`config.mk`:
```
export PLATFORM = sky130hd
export DESIGN_NAME = sd_cmd_resp_rx
export DESIGN_NICKNAME = d
export VERILOG_FILES = /design/src/rtl/sd_cmd_resp_rx.sv
export SDC_FILE = /design/constraint.sdc
export NUM_CORES = 1
export LEC_CHECK = 0
export BUFFER_PORTS_ARGS = -buffer_cell sky130_fd_sc_hd__buf_2
export CAP_MARGIN = 10
export CORE_ASPECT_RATIO = 0.8
export CORE_UTILIZATION = 40
export CTS_CLUSTER_SIZE = 25
export DETAILED_ROUTE_END_ITERATION = 8
export PLACE_DENSITY_LB_ADDON = 0.3
export SKIP_CTS_REPAIR_TIMING = 1
export SLEW_MARGIN = 10
export SYNTH_ARGS = -nofsm -noshare
export SYNTH_HDL_FRONTEND = slang
export SYNTH_SLANG_ARGS = --single-unit
```
`constraint.sdc`:
```
create_clock -name clk -period 8.9 [get_ports clk]
set_input_delay 0.89 -clock clk [delete_from_list [all_inputs] [get_ports clk]]
set_output_delay 0.89 -clock clk [all_outputs]
set_load 0.02 [all_outputs]
```
`src/rtl/sd_cmd_resp_rx.sv`:
```
// SD CMD-line response receiver.
// Armed by the command transmitter after it has released the CMD line. The receiver
// hunts for the response start bit within NCR_MAX SD clocks. It then shifts in a
// 48-bit or 136-bit frame and checks CRC7, the transmission bit and the end bit.
// Decoded fields are presented with a single-cycle done pulse.

module sd_cmd_resp_rx #(
  parameter int unsigned NCR_MAX = 64,
  parameter int unsigned CNT_W   = 8
) (
  input  logic         clk,
  input  logic         rst,
  input  logic         sample_en,
  input  logic         cmd_in,
  input  logic         start,
  input  logic         long_resp,
  input  logic         check_crc,
  output logic         busy,
  output logic         done,
  output logic         timeout,
  output logic         crc_err,
  output logic         frame_err,
  output logic [5:0]   resp_index,
  output logic [127:0] resp_data
);

  typedef enum logic [1:0] {StIdle, StWait, StRecv} state_e;

  // 135 bits are enough: the long-frame start bit is never looked at again.
  localparam int unsigned ShiftW = 135;

  state_e              state_q, state_d;
  logic                long_q, long_d;
  logic                chk_q, chk_d;
  logic [CNT_W-1:0]    tmo_cnt_q, tmo_cnt_d;
  logic [CNT_W-1:0]    bit_cnt_q, bit_cnt_d;
  logic [ShiftW-1:0]   shift_q, shift_d;
  logic [6:0]          crc_q, crc_d;
  logic                busy_q, busy_d;
  logic                done_q, done_d;
  logic                timeout_q, timeout_d;
  logic                crc_err_q, crc_err_d;
  logic                frame_err_q, frame_err_d;
  logic [5:0]          index_q, index_d;
  logic [127:0]        data_q, data_d;

  logic [ShiftW-1:0]   shift_nxt;
  logic [CNT_W-1:0]    last_bit;
  logic [CNT_W-1:0]    crc_lo;
  logic [CNT_W-1:0]    crc_hi;
  logic                crc_win;
  logic                tx_bit;

  // One serial step of CRC7, polynomial x^7 + x^3 + 1.
  function automatic logic [6:0] crc7_step(input logic [6:0] c, input logic b);
    logic fb;
    fb = c[6] ^ b;
    return {c[5:0], 1'b0} ^ (fb ? 7'h09 : 7'h00);
  endfunction

  // Frame geometry helpers: bit_cnt_q is the index (in arrival order) of the bit
  // being sampled, so the CRC window and the final bit are expressed in that order.
  always_comb begin
    shift_nxt = {shift_q[ShiftW-2:0], cmd_in};
    last_bit  = long_q ? CNT_W'(135) : CNT_W'(47);
    // Long frames skip the start, transmission and 6 reserved bits.
    crc_lo    = long_q ? CNT_W'(8)   : CNT_W'(0);
    crc_hi    = long_q ? CNT_W'(127) : CNT_W'(39);
    crc_win   = (bit_cnt_q >= crc_lo) && (bit_cnt_q <= crc_hi);
    // Transmission bit is the second bit on the wire for either length.
    tx_bit    = long_q ? shift_nxt[134] : shift_nxt[46];
  end

  // Next-state logic and result evaluation.
  always_comb begin
    state_d     = state_q;
    long_d      = long_q;
    chk_d       = chk_q;
    tmo_cnt_d   = tmo_cnt_q;
    bit_cnt_d   = bit_cnt_q;
    shift_d     = shift_q;
    crc_d       = crc_q;
    busy_d      = busy_q;
    done_d      = 1'b0;
    timeout_d   = timeout_q;
    crc_err_d   = crc_err_q;
    frame_err_d = frame_err_q;
    index_d     = index_q;
    data_d      = data_q;

    unique case (state_q)
      StIdle: begin
        // A coincident sample_en is deliberately dropped: the line is not yet ours.
        if (start) begin
          long_d      = long_resp;
          chk_d       = check_crc;
          timeout_d   = 1'b0;
          crc_err_d   = 1'b0;
          frame_err_d = 1'b0;
          index_d     = '0;
          data_d      = '0;
          crc_d       = '0;
          shift_d     = '0;
          bit_cnt_d   = '0;
          tmo_cnt_d   = CNT_W'(NCR_MAX);
          busy_d      = 1'b1;
          state_d     = StWait;
        end
      end

      StWait: begin
        if (sample_en) begin
          if (!cmd_in) begin
            // Start bit is frame bit 0 in arrival order; short-frame CRC covers it.
            shift_d   = {shift_q[ShiftW-2:0], 1'b0};
            bit_cnt_d = CNT_W'(1);
            if (!long_q) begin
              crc_d = crc7_step(crc_q, 1'b0);
            end
            state_d = StRecv;
          end else if (tmo_cnt_q <= CNT_W'(1)) begin
            tmo_cnt_d = '0;
            timeout_d = 1'b1;
            done_d    = 1'b1;
            busy_d    = 1'b0;
            state_d   = StIdle;
          end else begin
            tmo_cnt_d = tmo_cnt_q - 1'b1;
          end
        end
      end

      StRecv: begin
        if (sample_en) begin
          shift_d   = shift_nxt;
          bit_cnt_d = bit_cnt_q + 1'b1;
          if (crc_win) begin
            crc_d = crc7_step(crc_q, cmd_in);
          end
          if (bit_cnt_q == last_bit) begin
            // The CRC window closes well before the end bit, so crc_q is final here.
            crc_err_d   = chk_q & (crc_q != shift_nxt[7:1]);
            frame_err_d = tx_bit | ~shift_nxt[0];
            if (long_q) begin
              index_d = shift_nxt[133:128];
              data_d  = shift_nxt[127:0];
            end else begin
              index_d = shift_nxt[45:40];
              data_d  = {96'b0, shift_nxt[39:8]};
            end
            done_d  = 1'b1;
            busy_d  = 1'b0;
            state_d = StIdle;
          end
        end
      end

      default: state_d = StIdle;
    endcase
  end

  // State and result registers.
  always_ff @(posedge clk or posedge rst) begin
    if (rst) begin
      state_q     <= StIdle;
      long_q      <= 1'b0;
      chk_q       <= 1'b0;
      tmo_cnt_q   <= '0;
      bit_cnt_q   <= '0;
      shift_q     <= '0;
      crc_q       <= '0;
      busy_q      <= 1'b0;
      done_q      <= 1'b0;
      timeout_q   <= 1'b0;
      crc_err_q   <= 1'b0;
      frame_err_q <= 1'b0;
      index_q     <= '0;
      data_q      <= '0;
    end else begin
      state_q     <= state_d;
      long_q      <= long_d;
      chk_q       <= chk_d;
      tmo_cnt_q   <= tmo_cnt_d;
      bit_cnt_q   <= bit_cnt_d;
      shift_q     <= shift_d;
      crc_q       <= crc_d;
      busy_q      <= busy_d;
      done_q      <= done_d;
      timeout_q   <= timeout_d;
      crc_err_q   <= crc_err_d;
      frame_err_q <= frame_err_d;
      index_q     <= index_d;
      data_q      <= data_d;
    end
  end

  assign busy       = busy_q;
  assign done       = done_q;
  assign timeout    = timeout_q;
  assign crc_err    = crc_err_q;
  assign frame_err  = frame_err_q;
  assign resp_index = index_q;
  assign resp_data  = data_q;

endmodule
```
**After elaboration in Yosys (flattened, before gate mapping)**

Cells that the tools add are included.

- Flip-flop bits (word level): 300
- Bits of input ports: 7

- Add/subtract/negate cells: 2
- Order comparisons: 3
- Equal/unequal tests: 14
- Muxes and demuxes: 69
- Bitwise gates (word level): 6
- Reduce and logical (&&, ||, !) cells: 13

Operators by type and width:

| operator | number |
|---|---|
| $mux 134 | 4 |
| $mux 128 | 4 |
| $pmux 134 s3 | 1 |
| $pmux 128 s2 | 1 |
| $mux 8 | 9 |
| $mux 7 | 7 |
| $mux 6 | 4 |
| $pmux 8 s3 | 1 |
| $pmux 7 s3 | 1 |
| $mux 1 | 20 |
| $ne 2x2->1 const B | 9 |
| $pmux 8 s2 | 1 |
| $reduce_and 5->1 | 3 |
| $reduce_and 7->1 | 2 |
| $xor 7x4->7 | 2 |
| $mux 2 | 6 |
| $mux 4 | 3 |
| $pmux 6 s2 | 1 |
| $add 8x1->8 const B | 1 |
| $eq 8x8->1 | 1 |
| $ge 8x4->1 | 1 |
| $le 8x1->1 const B | 1 |
| $le 8x7->1 | 1 |
| $pmux 1 s2 | 4 |
| 17 further kinds | 19 |

**Logic depth before layout (Yosys ltp)**

Gate-level depths: netlist (run 1).

- Depth after elaboration: 6
- Depth in mapped cells: 10

**Least setup slack after synthesis (run 1)**

Ideal clock, no wire load.

- Kind: input port to flip-flop
- Start point: in cmd_in
- End point: reg crc_q[0]
- Setup time: 0.125 ns
- Arrival: 2.382 ns
- Required time: 8.775 ns
- Path slack: 6.394 ns
- Stages on the path: 5
- Buffers on the path: 1
- Cells stage by stage: buf_2 > or3b_1 > a2111oi_2 > o211ai_2 > mux2_2

- Word-level cells in the longest chain between the ends: 6
- Elaborated cells between the ends (all ways): 8
- Classes of those cells: eq/ne: 1; mux: 4; bitwise: 2; reduce/logical: 1

RTL lines:

| item | RTL line | RTL |
|---|---|---|
| from (decl) | 14 | `input logic cmd_in,` |
| $xor 1x1->1 | 57 | `fb = c[6] ^ b;` |
| $mux 4 | 58 | `return {c[5:0], 1'b0} ^ (fb ? 7'h09 : 7'h00);` |
| $xor 7x4->7 | 58 |  |
| $mux 7 | 137 | `if (crc_win) begin` |
| $mux 7 | 134 | `if (sample_en) begin` |
| $pmux 7 s3 | 91 | `unique case (state_q)` |
| to (signal assigned) | 186 | `crc_q <= crc_d;` |
| to (decl) | 38 | `logic [6:0] crc_q, crc_d;` |

Parallel ways exist; a longest one is shown, timed or not. The select of a mux whose other input is x is not followed.
A chain may end at the register's enable or synchronous reset.

**Worst setup path after layout (run 1)**

- Start point: reg long_q
- End point: reg data_q[82] (netlist: resp_data[82])

- Word-level cells in the longest chain between the ends: 4
- Elaborated cells between the ends (all ways): 8
- Classes of those cells: eq/ne: 2; mux: 5; reduce/logical: 1

RTL lines:

| item | RTL line | RTL |
|---|---|---|
| from (decl) | 33 | `logic long_q, long_d;` |
| from (signal assigned) | 181 | `long_q <= long_d;` |
| $mux 8 / $mux 128 (equally long branches) | 65, 144 |  |
| $eq 8x8->1 / $mux 128 (equally long branches) | 140 | `if (bit_cnt_q == last_bit) begin` |
| $ne 2x2->1 (no source line) / $mux 128 (equally long branches) | - |  |
| $reduce_and 4->1 (no source line) / $pmux 128 s2 (equally long branches) | - |  |
| to (signal assigned) | 193 | `data_q <= data_d;` |
| to (decl) | 45 | `logic [127:0] data_q, data_d;` |

Parallel ways exist; a longest one is shown, timed or not. The select of a mux whose other input is x is not followed.

==> flow_summary_export.csv, run 1 <==
group,metric,value,unit
status,status,"finished, final reports clean",
cts,tritoncts,"done",
timing,grt_setup_unrepaired,"no",
yosys,synth_top_area_share,60.2,%
die,initial_core_util,40.9,%
yosys,synth_edf_count,0,
timing,fin_ws,5.63,ns
yosys,syn_area_per_cell,10.8,um^2
yosys,synth_xor_area_share,0.702,%
global_route,grt_pass1_wl,46.6,mm
yosys,synth_nets,1172,
critical_path,crit_path_start_kind,"register",
yosys,synth_compound_area_share,18.8,%
place,dp_hpwl,16.8,mm
routing,drcViolationCount,0,
place,pre_cts_ws,5.59,ns
routing,drt_wl_total,28.0,mm
timing,worst_pin_slew,1.06,ns
timing,setup_tns,0,ns
finish,diodes,0,
critical_path,worstSetupPathType,"register to register",
yosys,synth_simple_gate_area_share,11.3,%
routing,initialDrtViolationCount,685,
routing,dr.pass1.iters,7,
finish,drive_above_1_share,17.7,%
critical_path,cp_max_fo,70,
critical_path,crit_start,"long_q",
timing,finalSetupViolCount,0,
cts,cts_root_buf,"clkbuf_16",
die,die-area,31900,um^2
yosys,synth_top_family_by_area,"compound AO/OA/AOI/OAI gates",
die,num_rows,57,
timing,hold_violations,0,
yosys,ys_ff_latch,300,
timing,relSlewSlack,29.1,%
routing,postRouteAntennaNets,0,
die,die_w,199,um
cts,numCtsBuffers,31,
finish,final_common_cell,"dfrtp_1",
finish,syn_to_final_growth,16.5,%
yosys,synthAdderAreaFrac,1.10,%
hold_path,min-delay-start,"shift_q[133]",
yosys,synth_flop_cell,"dfrtp_1",
pwr,ir_drop,365,uV
cts,cts.htree.levels,1,
yosys,synth-async-reset-ratio,100,%
place,finalWeightedCongestion,0.790,
routing,wire_per_inst,16.6,um
hold_path,hp-class,"register to register",
yosys,ys_top_cells_by_area,"dfrtp_1 60%, nand2_1 8.7%, a22o_1 7.0%",
critical_path,worstPathRequired,9.38,ns
timing,min_period,3.27,ns
cts,insertion_delay,0.55,ns
routing,vias,8699,
global_route,grt.overflow.total,0,
yosys,ys_warn_count,0,
critical_path,cp.arrival,3.75,ns
routing,vias_per_cell,5.14,
global_route,antenna_found_initial,0,
timing,fmax,306,MHz
finish,nets,1273,
place,io_buffers,145,
global_route,grt_max_degree,281,
pwr,powerDensity,256,nW/um^2
timing,hold_ws,0.477,ns
finish,layout_common_cells,"299 x dfrtp_1, 288 x nand2_1, 153 x o21ai_0, 145 x buf_2, 99 x a22o_1",
timing,maxSlewViolCount,0,
global_route,grt_usage,18.0,%
yosys,synth_cells,1154,
yosys,synth_mux_area_share,4.13,%
cts,clockBufferDepth,3,
yosys,synth_seq_area_share,60.2,%
critical_path,endpoint_kind,"register",
yosys,syn-cell-area,12500,um^2
run,maxCapViolCount,0,
critical_path,r2r-start,"long_q",
finish,nFillCells,2827,
die,io_pins,146,
yosys,synth_cell_type_count,62,
cts,clk_pin_slew,0.06,ns
global_route,grt_pass1_vias,8565,
timing,period_share,36.7,%
pwr,power.leakage,6.93,nW
die,die_y,160,um
yosys,synth_top_area_cell,"dfrtp_1",
cts,cts.sinks,300,
die,core,30500,um^2
timing,finClkSkew,0.00693,ns
==> worst max-delay path: stages (launching register included) <==
cell,delay (ns)
dfrtp_2,0.35
buf_4,0.57
nor3b_2,0.14
o2111ai_2,0.37
a211o_4,0.69
buf_4,0.77
a22o_1,0.26
==> worst paths after layout <==
kind,endpoint,slack (ns),cells past startpoint
worst max-delay path,resp_data[82],5.63,6
worst min-delay path,shift_q[133],0.48,2
worst max register to register,resp_data[82],5.63,6
worst min register to register,shift_q[133],0.48,2
max in group asynchronous,shift_q[63],6.34,4
min in group asynchronous,crc_q[0],0.50,2
==> registers in the layout, summed over array words and instances, names as in the netlist <==
signal,cells
resp_data,128
bit_cnt_q,8
tmo_cnt_q,8
done,1
state_q,2
crc_err,1
frame_err,1
long_q,1
shift_q,134
resp_index,6
busy,1
timeout,1
chk_q,1
crc_q,7
==> per-layer routing <==
metal	vias to the layer above	GRT usage, %	wire length, um	part of all wire, %
met1	4262	27.5	14000	50
met5	-	0	0	0
met2	149	26.4	12300	44
met4	0	3.96	529	1.9
li1	4252	-	-	-
met3	36	3.27	1210	4.3
==> layout make-up <==
type                    count  area (um^2)  area share (%)
multi-input cells         746         4510            31.0
repair buffers            156          821            5.65
inverters                  20         78.8           0.542
clock buffers              42          867            5.97
well taps                 413          517            3.56
clock inverters            15          231            1.59
flip-flops and latches    300         7510            51.7
==> report_power, final <==
part	internal (W)	leakage [nW]	switching, W
clock network	0.000853	0.542	0.000531
registers	0.00139	4.17	0.0000253
logic	0.000185	2.22	0.000728
total	0.00243	6.93	0.00128
==> Yosys cell counts, drive strengths merged (4+ instances only) <==
cell     instances
a31oi            4
ha              11
o2bb2ai         38
buf             39
nand2b           4
xnor2            4
dfrtp          300
nand3            6
mux2             4
nor2            11
o21ai          154
clkbuf          49
mux2i           47
nor3             4
o31ai            9
a22o            99
nand2          288
xor2             6
nor2b            4
inv             20
==> kinds of logic after synthesis <==
| kind of cell | Yosys count |
|---|---|
| AND/OR/NAND/NOR | 339 |
| AO/OA/AOI/OAI | 335 |
| flip-flops | 300 |
| buffers and inverters | 108 |
| multiplexers | 51 |
| adder cells (fa/ha/maj) | 11 |
| XOR/XNOR | 10 |
==> per-stage QoR <==
| stage | cells | instance area [um^2] | util, % | power (W) |
|---|---|---|---|---|
| final | 1692 | 14500 | 47.6 | 0.00371 |
| after global routing | 1692 | 14500 | 47.6 | 0.00392 |
| after CTS | 1692 | 14500 | 47.6 | 0.00377 |
| after detailed placement | 1635 | 13400 | 44.0 | 0.00237 |
| after global placement | 1635 | 13400 | 44.0 | 0.00235 |
| after floorplan | 1154 | 12500 | - | 0.00221 |
No activity file was read; power rests on OpenSTA's default activity.
==> inputs of run 2 (changes only) <==
Clock period 8.9 ns to 3.05 ns, I/O delays scaled along.
==> flow_summary_export.csv, run 2 (synthesis results as in run 1) <==
group,metric,value,unit
status,status,"finished, final reports clean",
die,io_pins,146,
timing,worst_pin_slew,0.721,ns
pwr,swShare,35.0,%
finish,fin_util,48.0,%
die,num_rows,57,
finish,regArea,7510,um^2
cts,cts.htree.levels,1,
routing,drt_wl_total,28.3,mm
timing,period_share,84.7,%
cts,cts.sinks,300,
timing,hold_violations,0,
finish,diodes,0,
global_route,grt_usage,18.3,%
cts,clk_pin_slew,0.06,ns
finish,syn_to_final_growth,17.4,%
routing,initialDrtViolationCount,581,
pwr,p_switching,0.00381,W
timing,grt_setup_unrepaired,"no",
finish,largest_register,"shift_q",
cts,insertion_delay,0.56,ns
place,dp_hpwl,17.5,mm
cts,numCtsBuffers,31,
finish,nFillCells,2873,
critical_path,worstSetupPathType,"register to register",
global_route,grt.overflow.total,0,
run,maxCapViolCount,0,
finish,nets,1281,
die,initial_core_util,40.9,%
routing,vias_per_cell,5.21,
pwr,pwr-share-clk,35.4,%
timing,finClkSkew,0.00915,ns
routing,drcViolationCount,0,
die,die_w,199,um
pwr,power_frac_seq,38.1,%
finish,drive_above_1_share,18.1,%
timing,fmax,387,MHz
global_route,grt_pass1_vias,8787,
timing,relSlewSlack,51.9,%
pwr,power.leakage,6.97,nW
place,finalWeightedCongestion,0.813,
timing,finalSetupViolCount,0,
die,die_y,160,um
die,die-area,31900,um^2
timing,hold_ws,0.0282,ns
global_route,grt_pass1_wl,47.6,mm
finish,final_common_cell,"dfrtp_1",
pwr,internal_power,0.00706,W
global_route,antenna_found_initial,0,
cts,clockBufferDepth,3,
finish,layout_common_cells,"299 x dfrtp_1, 288 x nand2_1, 153 x o21ai_0, 145 x buf_2, 99 x a22o_1",
global_route,grt_max_degree,121,
critical_path,cp_max_fo,86,
pwr,powerDensity,742,nW/um^2
cts,tritoncts,"done",
routing,postRouteAntennaNets,0,
cts,cts_root_buf,"clkbuf_16",
finish,largest_reg_flops,134,
timing,maxSlewViolCount,0,
place,io_buffers,145,
timing,min_period,2.58,ns
critical_path,cp.arrival,2.98,ns
routing,vias,8840,
critical_path,crit_path_start_kind,"register",
routing,wire_per_inst,16.7,um
finish,multiInputGateArea,4510,um^2
pwr,pwr-share-comb,26.5,%
routing,dr.pass1.iters,6,
die,core,30500,um^2
hold_path,hp-class,"input port to register",
critical_path,worstPathRequired,3.44,ns
critical_path,endpoint_kind,"register",
pwr,ir_drop,524,uV
[run 2: path summary, 6_finish.rpt]
kind	start	to	slack, ns	cells past startpoint
worst min-delay path	long_resp	long_q	0.03	2
worst max register to register	state_q[0]	shift_q[25]	0.47	6
worst max-delay path	state_q[0]	shift_q[25]	0.47	6
min in group asynchronous	rst	tmo_cnt_q[2]	0.36	3
max in group asynchronous	rst	shift_q[61]	1.73	4
worst min register to register	shift_q[133]	shift_q[133]	0.48	2
[run 2: per-stage QoR]
step	area [um^2]	setup WS (ns)	TNS, ns	total power (W)	std cells
final	14600	0.467	0	0.0109	1698
after global routing	14600	0.157	0	0.0115	1698
after CTS	14600	0.467	0	0.0110	1696
after detailed placement	13600	0.490	0	0.00712	1641
after global placement	13600	0.574	0	0.00709	1641
after floorplan	12500	-1.24	-372.62	0.00644	1154
[run 2: final cells by class]
class / count / share of cell area [%]
multi-input cells: 746 / 30.8
inverters: 20 / 0.538
flip-flops and latches: 300 / 51.3
clock inverters: 13 / 1.04
repair buffers: 164 / 6.73
well taps: 413 / 3.53
clock buffers: 42 / 6.06
[run 2: critical path: stages, from the launching register on]
cell and delay (ns):
dfrtp_1 0.41, inv_1 0.12, ha_1 0.55, nor2b_1 0.28, a2111o_2 0.22, buf_4 0.58, o21ai_0 0.21
[run 2: power groups by stage]
stage,sequential [W],clock (W),combinational (W)
final,0.00414,0.00385,0.00288
after global placement,0.00420,0,0.00289
after CTS,0.00413,0.00396,0.00292
after detailed placement,0.00421,0,0.00292
after floorplan,0.00420,0,0.00224
after global routing,0.00414,0.00412,0.00321
[run 2: routing by layer]
layer,track usage [%],routed length (um),up-vias
met4,3.19,443,0
met3,3.86,1510,31
met5,0,0,-
met1,27.8,13900,4369
met2,27.0,12400,165
li1,-,-,4275
==> inputs of run 3 (changes only) <==
Clock period 3.05 ns to 2.65 ns, I/O delays scaled along.
==> flow_summary_export.csv, run 3 (synthesis results as in run 1) <==
group,metric,value,unit
critical_path,crit_start,"long_q",
finish,stdcell_area,14900,um^2
cts,tritoncts,"done",
routing,drt_wl_total,28.9,mm
finish,layout_common_cells,"299 x dfrtp_1, 288 x nand2_1, 153 x o21ai_0, 145 x buf_2, 99 x a22o_1",
critical_path,cpPeakStageDelay,0.54,ns
critical_path,endpoint,"resp_data[49]",
finish,instances_no_fill,1712,
die,core,30500,um^2
critical_path,cp_slowest_cell,"a211o_4",
place,place_area,13700,um^2
pwr,power.leakage,7.11,nW
cts,clockBufferDepth,3,
die,initial_core_util,40.9,%
pwr,powerDensity,882,nW/um^2
timing,fin_ws,0.0992,ns
hold_path,hp-class,"input port to register",
pwr,totalPowerFinal,0.0131,W
cts,cts_root_buf,"clkbuf_16",
die,die-area,31900,um^2
finish,diodes,0,
timing,hold_ws,0.0250,ns
timing,hold_violations,0,
global_route,grt_max_degree,116,
finish,final_common_cell,"dfrtp_1",
routing,dr.pass1.iters,6,
routing,vias_per_cell,5.22,
global_route,grt_usage,18.5,%
global_route,antenna_found_initial,0,
finish,largest_reg_flops,134,
timing,finalSetupViolCount,0,
critical_path,cp_max_fo,45,
critical_path,crit_cells,7,
timing,maxSlewViolCount,0,
critical_path,cp.arrival,2.94,ns
critical_path,r2r_cells,7,
place,pre_cts_ws,0.0972,ns
routing,drcViolationCount,0,
critical_path,r2r-end,"resp_data[49]",
timing,min_period,2.55,ns
place,dp_hpwl,18.1,mm
hold_path,min-delay-start,"check_crc",
cts,insertion_delay,0.51,ns
timing,period_share,96.3,%
global_route,grt.overflow.total,0,
timing,worst_pin_slew,0.631,ns
timing,fmax,392,MHz
timing,finClkSkew,0.0132,ns
finish,nets,1293,
pwr,ir_drop,860,uV
status,status,"finished, final reports clean",
routing,vias,8940,
die,die_w,199,um
run,maxCapViolCount,0,
routing,wire_per_inst,16.9,um
place,finalWeightedCongestion,0.827,
place,dp.cells,1651,
critical_path,r2r-start,"long_q",
die,num_rows,57,
cts,cts.sinks,300,
cts,numCtsBuffers,34,
critical_path,cpLargestDelayFamily,"compound AO/OA/AOI/OAI gates",
critical_path,worst-path-buf-inv,2,
critical_path,crit_path_start_kind,"register",
critical_path,endpoint_kind,"register",
die,die_y,160,um
global_route,grt_pass1_vias,8638,
critical_path,crit_path_cell_trace,"inv_1 -> ha_1 -> and3b_1 -> o2111ai_2 -> a211o_4 -> buf_12 -> a22o_1",
timing,relSlewSlack,57.9,%
finish,syn_to_final_growth,19.4,%
die,io_pins,146,
timing,grt_setup_unrepaired,"no",
routing,postRouteAntennaNets,0,
cts,clk_pin_slew,0.06,ns
critical_path,worstSetupPathType,"register to register",
global_route,grt_pass1_wl,48.0,mm
critical_path,worstPathRequired,3.04,ns
routing,initialDrtViolationCount,596,
place,io_buffers,145,
cts,cts.htree.levels,2,
finish,largest_register,"shift_q",
critical_path,reg2reg_slack,0.1,ns
finish,drive_above_1_share,19.2,%
## run 3: cell count changes in the layout (fill, tap and decap cells not counted), moves of 2 or more
cell	previous run	this run
buf_12	9	13
buf_4	8	14
clkbuf_1	4	1
clkinv_2	6	8
clkbuf_16	31	35
## run 3: report_power, final
group	switching [W]	total [W]	internal [W]
registers	0.0000858	0.00476	0.00468
logic	0.00252	0.00346	0.000934
clock network	0.00189	0.00492	0.00303
total	0.00450	0.0131	0.00864
## run 3: how the worst min path moves through the flow
stage              endpoint  slack, ns  depth (start not counted)
3_3_place_gp   tmo_cnt_q[7]       0.24                          2
4_1_cts        tmo_cnt_q[7]      -0.30                          2
6_report              chk_q       0.03                          2
5_1_grt               chk_q       0.03                          2
2_1_floorplan         chk_q       0.42                          1
3_5_place_dp   tmo_cnt_q[7]       0.23                          2
## run 3: per-stage QoR
| stage | util (%) | TNS, ns |
|---|---|---|
| 6_report | 48.8 | 0 |
| 5_1_grt | 48.8 | 0 |
| 4_1_cts | 48.8 | 0 |
| 3_5_place_dp | 44.9 | 0 |
| 3_3_place_gp | 44.9 | 0 |
| 2_1_floorplan | - | -480.62 |
## run 3: routing by layer
| layer | global-route usage, % | share of wire [%] | up-vias |
|---|---|---|---|
| met2 | 26.6 | 43 | 181 |
| met1 | 28.7 | 50 | 4417 |
| met4 | 4.48 | 1.8 | 0 |
| met5 | 0 | 0 | - |
| li1 | - | - | 4300 |
| met3 | 3.61 | 4.9 | 42 |
## run 3: area by class of cell
| class | count | area [um^2] |
|---|---|---|
| clock buffers | 44 | 990 |
| clock inverters | 16 | 191 |
| multi-input cells | 746 | 4510 |
| flip-flops and latches | 300 | 7510 |
| fillers | 2815 | 15600 |
| well taps | 413 | 517 |
| repair buffers | 173 | 1100 |
| inverters | 20 | 78.8 |
